### src/rtl/apb_master_bridge.sv
// APB master bridge: turns single CPU-side transfer requests into APB
// SETUP/ACCESS sequences, with an optional wait-state timeout abort.
module apb_master_bridge #(
  parameter logic [15:0] TIMEOUT = 16'd1024
) (
  input  logic        APB_PCLK,
  input  logic        APB_PRESET,
  input  logic        cpu_req,
  input  logic        cpu_we,
  input  logic [31:0] cpu_addr,
  input  logic [31:0] cpu_wdata,
  input  logic [3:0]  cpu_wstb,
  output logic        cpu_busy,
  output logic        cpu_done,
  output logic [31:0] cpu_rdata,
  output logic        cpu_err,
  output logic [31:0] paddr,
  output logic [31:0] pdata,
  output logic [3:0]  pstb,
  output logic        pwrite,
  output logic        psel,
  output logic        penable,
  input  logic [31:0] prdata,
  input  logic        pready,
  input  logic        perr
);

  typedef enum logic [1:0] {IDLE, SETUP, ACCESS} state_t;

  state_t      state, state_next;
  logic [15:0] wait_cnt, wait_cnt_next;
  logic        cpu_busy_next, cpu_done_next, cpu_err_next;
  logic [31:0] cpu_rdata_next, paddr_next, pdata_next;
  logic [3:0]  pstb_next;
  logic        pwrite_next, psel_next, penable_next;
  logic        timeout_hit;

  // Abort when the counter has already seen TIMEOUT-1 stalled cycles and this one stalls too.
  assign timeout_hit = (TIMEOUT != 16'd0) && (wait_cnt == (TIMEOUT - 16'd1));

  always_ff @(posedge APB_PCLK or posedge APB_PRESET) begin
    if (APB_PRESET) begin
      state     <= IDLE;
      wait_cnt  <= 16'd0;
      cpu_busy  <= 1'b0;
      cpu_done  <= 1'b0;
      cpu_err   <= 1'b0;
      cpu_rdata <= 32'd0;
      paddr     <= 32'd0;
      pdata     <= 32'd0;
      pstb      <= 4'd0;
      pwrite    <= 1'b0;
      psel      <= 1'b0;
      penable   <= 1'b0;
    end else begin
      state     <= state_next;
      wait_cnt  <= wait_cnt_next;
      cpu_busy  <= cpu_busy_next;
      cpu_done  <= cpu_done_next;
      cpu_err   <= cpu_err_next;
      cpu_rdata <= cpu_rdata_next;
      paddr     <= paddr_next;
      pdata     <= pdata_next;
      pstb      <= pstb_next;
      pwrite    <= pwrite_next;
      psel      <= psel_next;
      penable   <= penable_next;
    end
  end

  always_comb begin
    state_next     = state;
    wait_cnt_next  = wait_cnt;
    cpu_busy_next  = cpu_busy;
    cpu_done_next  = 1'b0;
    cpu_err_next   = cpu_err;
    cpu_rdata_next = cpu_rdata;
    paddr_next     = paddr;
    pdata_next     = pdata;
    pstb_next      = pstb;
    pwrite_next    = pwrite;
    psel_next      = psel;
    penable_next   = penable;

    case (state)
      IDLE: begin
        psel_next    = 1'b0;
        penable_next = 1'b0;
        if (cpu_req) begin
          state_next    = SETUP;
          paddr_next    = cpu_addr;
          pdata_next    = cpu_wdata;
          pwrite_next   = cpu_we;
          pstb_next     = cpu_we ? cpu_wstb : 4'b0000;
          psel_next     = 1'b1;
          cpu_busy_next = 1'b1;
        end
      end

      SETUP: begin
        state_next    = ACCESS;
        penable_next  = 1'b1;
        wait_cnt_next = 16'd0;
      end

      ACCESS: begin
        // Completion wins over a timeout landing on the same edge.
        if (pready) begin
          state_next    = IDLE;
          psel_next     = 1'b0;
          penable_next  = 1'b0;
          cpu_busy_next = 1'b0;
          cpu_done_next = 1'b1;
          cpu_err_next  = perr;
          if (!pwrite) begin
            cpu_rdata_next = prdata;
          end
        end else if (timeout_hit) begin
          state_next     = IDLE;
          psel_next      = 1'b0;
          penable_next   = 1'b0;
          cpu_busy_next  = 1'b0;
          cpu_done_next  = 1'b1;
          cpu_err_next   = 1'b1;
          cpu_rdata_next = 32'd0;
        end else begin
          wait_cnt_next = wait_cnt + 16'd1;
        end
      end

      default: begin
        state_next    = IDLE;
        psel_next     = 1'b0;
        penable_next  = 1'b0;
        cpu_busy_next = 1'b0;
      end
    endcase
  end

endmodule

### config.mk
export PLATFORM = sky130hd
export DESIGN_NAME = apb_master_bridge
export DESIGN_NICKNAME = d
export VERILOG_FILES = /design/src/rtl/apb_master_bridge.sv
export SDC_FILE = /design/constraint.sdc
export NUM_CORES = 1
export LEC_CHECK = 0
export ABC_CLOCK_PERIOD_IN_PS = 10600
export BUFFER_PORTS_ARGS = -buffer_cell sky130_fd_sc_hd__buf_2
export CAP_MARGIN = 5
export CORE_MARGIN = 1
export CORE_UTILIZATION = 45
export CTS_BUF_LIST = sky130_fd_sc_hd__clkbuf_4
export DETAILED_ROUTE_END_ITERATION = 10
export HOLD_SLACK_MARGIN = 0.12
export PLACE_DENSITY = 0.75
export SLEW_MARGIN = 10
export SYNTH_ARGS = -nofsm -noshare
export SYNTH_HDL_FRONTEND = slang
export SYNTH_SLANG_ARGS = --single-unit
### constraint.sdc
create_clock -name APB_PCLK -period 10.6 [get_ports APB_PCLK]
set_input_delay 0.53 -clock APB_PCLK [delete_from_list [all_inputs] [get_ports APB_PCLK]]
set_output_delay 0.53 -clock APB_PCLK [all_outputs]
set_load 0.05 [all_outputs]
== Word level (Yosys, flattened, before mapping) ==
Index checks and enable logic that the tools add are counted.
Widths: inputs -> output; s select.

* Register bits: 124
* Input bits: 106
* Output and inout port bits: 106
* Word-level logic and storage cells: 55

* Add/sub/neg operators: 1
* Equal/unequal tests: 8
* Multiplexer cells: 23
* Bitwise logic cells: 1
* Reductions and logical operators: 10

{| class="wikitable"
|+ Operators by type and width
! cell !! count
|-
| $mux 32 || 3
|-
| $mux 16 || 2
|-
| $pmux 16 s2 || 1
|-
| $add 16x1->16 const B || 1
|-
| $eq 16x10->1 const B || 1
|-
| $mux 1 || 9
|-
| $reduce_and 3->1 || 3
|-
| $ne 2x2->1 const B || 4
|-
| $reduce_and 2->1 || 4
|-
| $mux 2 || 3
|-
| $pmux 1 s3 || 2
|-
| $pmux 2 s3 || 1
|-
| $mux 4 || 1
|-
| $reduce_bool 2->1 || 2
|-
| $ne 3x3->1 const B || 1
|-
| $eq 2x1->1 const B || 1
|-
| $eq 2x2->1 const B || 1
|-
| $logic_not 2->1 || 1
|-
| $pmux 1 s2 || 1
|-
| $not 1->1 || 1
|}

== Logic depth before layout (Yosys ltp) ==
* Word-level depth: 4
* Gate-level depth with buffers: 7
* Mapped depth without buffers: 5

== Worst setup path after synthesis ==
No wires, ideal clock.

* Path type: flip-flop to flip-flop
* Start point: register wait_cnt[0]
* End point: register wait_cnt[1]
* Setup time: 123 ps
* Arrival: 1637 ps
* Required time: 10477 ps
* Slack: 8840 ps
* Stages on the path, launching flop included: 8
* Buffers on the path: 2
* Clock period less this slack: 1760 ps
* Cells stage by stage: dfrtp_1 -> ha_1 -> nand4_1 -> and4bb_1 -> buf_6 -> or3_1 -> buf_2 -> mux2i_1

* Word-level cells in the longest chain between the ends: 4
* Elaborated cells between the ends (all ways): 7
* Classes of those cells: add/sub (1); eq/ne (2); mux (3); reduce/logical (1)

{| class="wikitable"
|+ RTL lines
! what !! line !! source
|-
| start, declared || 31 || <nowiki>logic [15:0] wait_cnt, wait_cnt_next;</nowiki>
|-
| start signal, assigned || 57 || <nowiki>wait_cnt <= wait_cnt_next;</nowiki>
|-
| $add 16x1->16 || 127 || <nowiki>wait_cnt_next = wait_cnt + 16'd1;</nowiki>
|-
| $mux 16 || 118 || <nowiki>end else if (timeout_hit) begin</nowiki>
|-
| $mux 16 || 108 || <nowiki>if (pready) begin</nowiki>
|-
| $pmux 16 s2 || 85 || <nowiki>case (state)</nowiki>
|}

Several ways; a longest one is shown, not always the timed one. The select of a mux whose other input is x is not followed.
A chain may end at the register's enable or synchronous reset.

== Worst setup path after layout ==
* Start point: register state[1]
* End point: register pstb[0]

* Word-level cells in the longest chain between the ends: 2

{| class="wikitable"
|+ RTL lines
! what !! line !! source
|-
| start, declared || 30 || <nowiki>state_t state, state_next;</nowiki>
|-
| start signal, assigned || 56 || <nowiki>state <= state_next;</nowiki>
|-
| $logic_not 2->1 || 85 ||
|-
| $reduce_and 2->1 (no line) || n/a ||
|-
| end signal, assigned || 64 || <nowiki>pstb <= pstb_next;</nowiki>
|-
| end, declared || 19 || <nowiki>output logic [3:0] pstb,</nowiki>
|}

No other way between the ends.

==> run metrics <==
status=finished, final reports clean; required time worst endpoint=around 11,000 ps; global-route wire length before repair=21.82 mm; initial DRC count=345; Layout Cells excl Fill=893; drt drc=0; gpl congestion=roughly 0.78; Setup Skew=roughly 14 ps; clock-pin slew on the worst setup and hold paths=100 ps; antenna violations before repair=0; core area=11,470 sq um; syn nets=646; PortBufs=~210; sequential area share after synthesis=58.59%; Fin. Hold Viols=0; max cap viols=0; wire per inst=between 10 and 15 microns; Post-Route Setup TNS=0 ps; share of cells above drive strength 1=34.00%; Worst Setup Start Kind=flop; Root Buffer=clkbuf_4; Chip Height=110.5 microns; # IOs=212; Max Slew Vio Count=0; asr flop ratio synth=between 90% and 100%; Longest Clk Path Bufs=2; pin count of the biggest net entering global routing=77; Lkg Pwr=3.633 nW; worst hold path class=primary input to asynchronous set/reset pin; # placed instances=approximately 860; Worst VDD drop=0.2298 mV; Mapped Cells=539; warnings from Yosys=0; Synth Cell Area=5296 sq um; Resized cells post-CTS=0; synth-to-layout area growth=26.18%; number of synthesized flops with an enable pin=0; flop-to-flop setup slack=8130 ps; commonest cells in the synthesized netlist=226 x nand2_1, 124 x dfrtp_1, 58 x a22o_1; unrepaired setup endpoints after global routing=no; cts bufs inserted=17; CTS tree=done; Post-DP HPWL=8.661 mm; WP data arrival=2940 ps; ant diodes=0; H-Tree Level Count=4; syn avg cell area=approximately 9.8 sq um; fmax=405.7 MHz; CP Capture Type=flop; Worst Tran Pin Value=1147 ps; CTS Sinks=124; vias in the first global route=4,666; clk_lat worst skew=540 ps; setup violators final=0; Tmin final=approximately 2500 ps; starting density of the core=a little under half; fin crit share=23.26%; postcts setup bufs=0; Pre-antenna DRT Iters=4; share of Yosys cell area claimed by the top area cell type=58.59%; Fillers=1,007; gr usage total=22.30%; top area cells in the synthesized netlist=dfrtp_1 59%, nand2_1 16%, a22o_1 9.6%; Yosys top cell by area=dfrtp_1; total chip power=about 2.5 mW; CP Max Fanout=72; Die Wd=approximately 110 microns; drt via density=5.207; die area=12,210 sq um; Power per Cell Area=379.1 nW/um^2; R2R cell count=6; WS Path Type=flop to flop; FF+latch count, synth=124; final worst-path setup slack=8135 ps; Routed WL=12.98 mm; Final Cell Area=between 6000 and 7000 sq um; Yosys cell types=40; Total Nets Final=about 850; Post-Place Worst Slack=8132 ps; ys flop type=dfrtp_1; via count=4,650; FP Rows=39; GR Overflow Total=0; most common cell in the netlist=nand2_1; CTS Hold Bufs=0; area post-placement=6391 sq um; Routed Antenna Nets=0; relative slew slack=23.54%
[per-layer routing]
layer  up-vias  routed length (microns)  GRT usage (%)
met5         -                        0              0
met4         0                      336          11.02
met3        29                     1079          8.013
met2       198                     5957          34.24
met1      2198                     5605          27.88
li1       2225                        -              -
[final timing paths]
kind	start	end
setup / recovery	state[1]$_DFFE_PP0P_	pstb[0]$_DFFE_PP0P_
hold / removal	APB_PRESET	cpu_rdata[0]$_DFFE_PP0P_
setup reg to reg	state[1]$_DFFE_PP0P_	pstb[0]$_DFFE_PP0P_
hold reg to reg	pstb[0]$_DFFE_PP0P_	pstb[0]$_DFFE_PP0P_
max in group asynchronous	APB_PRESET	paddr[23]$_DFFE_PP0P_
min in group APB_PCLK	cpu_wdata[25]	pdata[25]$_DFFE_PP0P_
[sequential cells by signal, indices dropped and copies added, names as in the netlist]
name       count
psel           1
paddr         32
cpu_done       1
cpu_err        1
pdata         32
cpu_busy       1
cpu_rdata     32
state          2
pstb           4
penable        1
pwrite         1
wait_cnt      16
[placed cells by master, fill, tap and decap left out, drive strengths merged, types with 2 or more instances in the layout]
cell / count
clkinvlp: 2
nor2b: 2
nor4: 3
o31ai: 2
clkinv: 4
inv: 6
and3: 4
mux2i: 8
or3: 2
a22o: 62
nor2: 7
nand2: 226
dfrtp: 124
a21o: 2
buf: 214
o21ai: 10
nor3: 4
or4: 2
and4: 2
and4bb: 2
nand4: 4
clkbuf: 22
o211ai: 3
bufinv: 3
nand3: 14
a21oi: 3
nand2b: 4
[per-stage QoR]
stage,util [%],hold WS (ps)
after detailed placement,55.73,456.6
final,58.28,165.7
after global routing,58.28,127.6
after global placement,55.73,450.2
after floorplan,-,458.5
after CTS,58.23,126.4
[area by class of cell]
class | instances | area [sq um] | share of cell area (%)
multi-input combinational | 375 | 2011 | 30.09
clock inverter | 9 | 121.4 | 1.816
inverter | 6 | 25.02 | 0.3745
sequential | 124 | 3103 | 46.43
tap | 143 | 178.9 | 2.677
clock buffer | 22 | 165.2 | 2.471
timing repair buffer | 214 | 1079 | 16.14
[power by group]
group / internal [mW] / switching, mW
Combinational: 0.341 / 1.04
Clock: 0.173 / 0.168
Sequential: 0.676 / 0.132
Total: 1.19 / 1.34
[critical path: stages (launching register included)]
cell and delay [ps]:
dfrtp_1 500, nor2_1 280, nand2_2 80, buf_4 330
inv_2 900, nand3_1 160, nand2_1 100
[cell families (layout without fill, tap and decap cells)]
group	count (synthesis)	after routing	synth area share, %
AOI/OAI and AO/OA	84	84	13.06
adders and majority gates	1	1	0.2362
buffers and inverters	40	251	3.638
DFF	124	124	58.59
muxes	8	8	1.512
and+or+nand+nor	282	282	22.96
(Power assumes the default switching activity.)
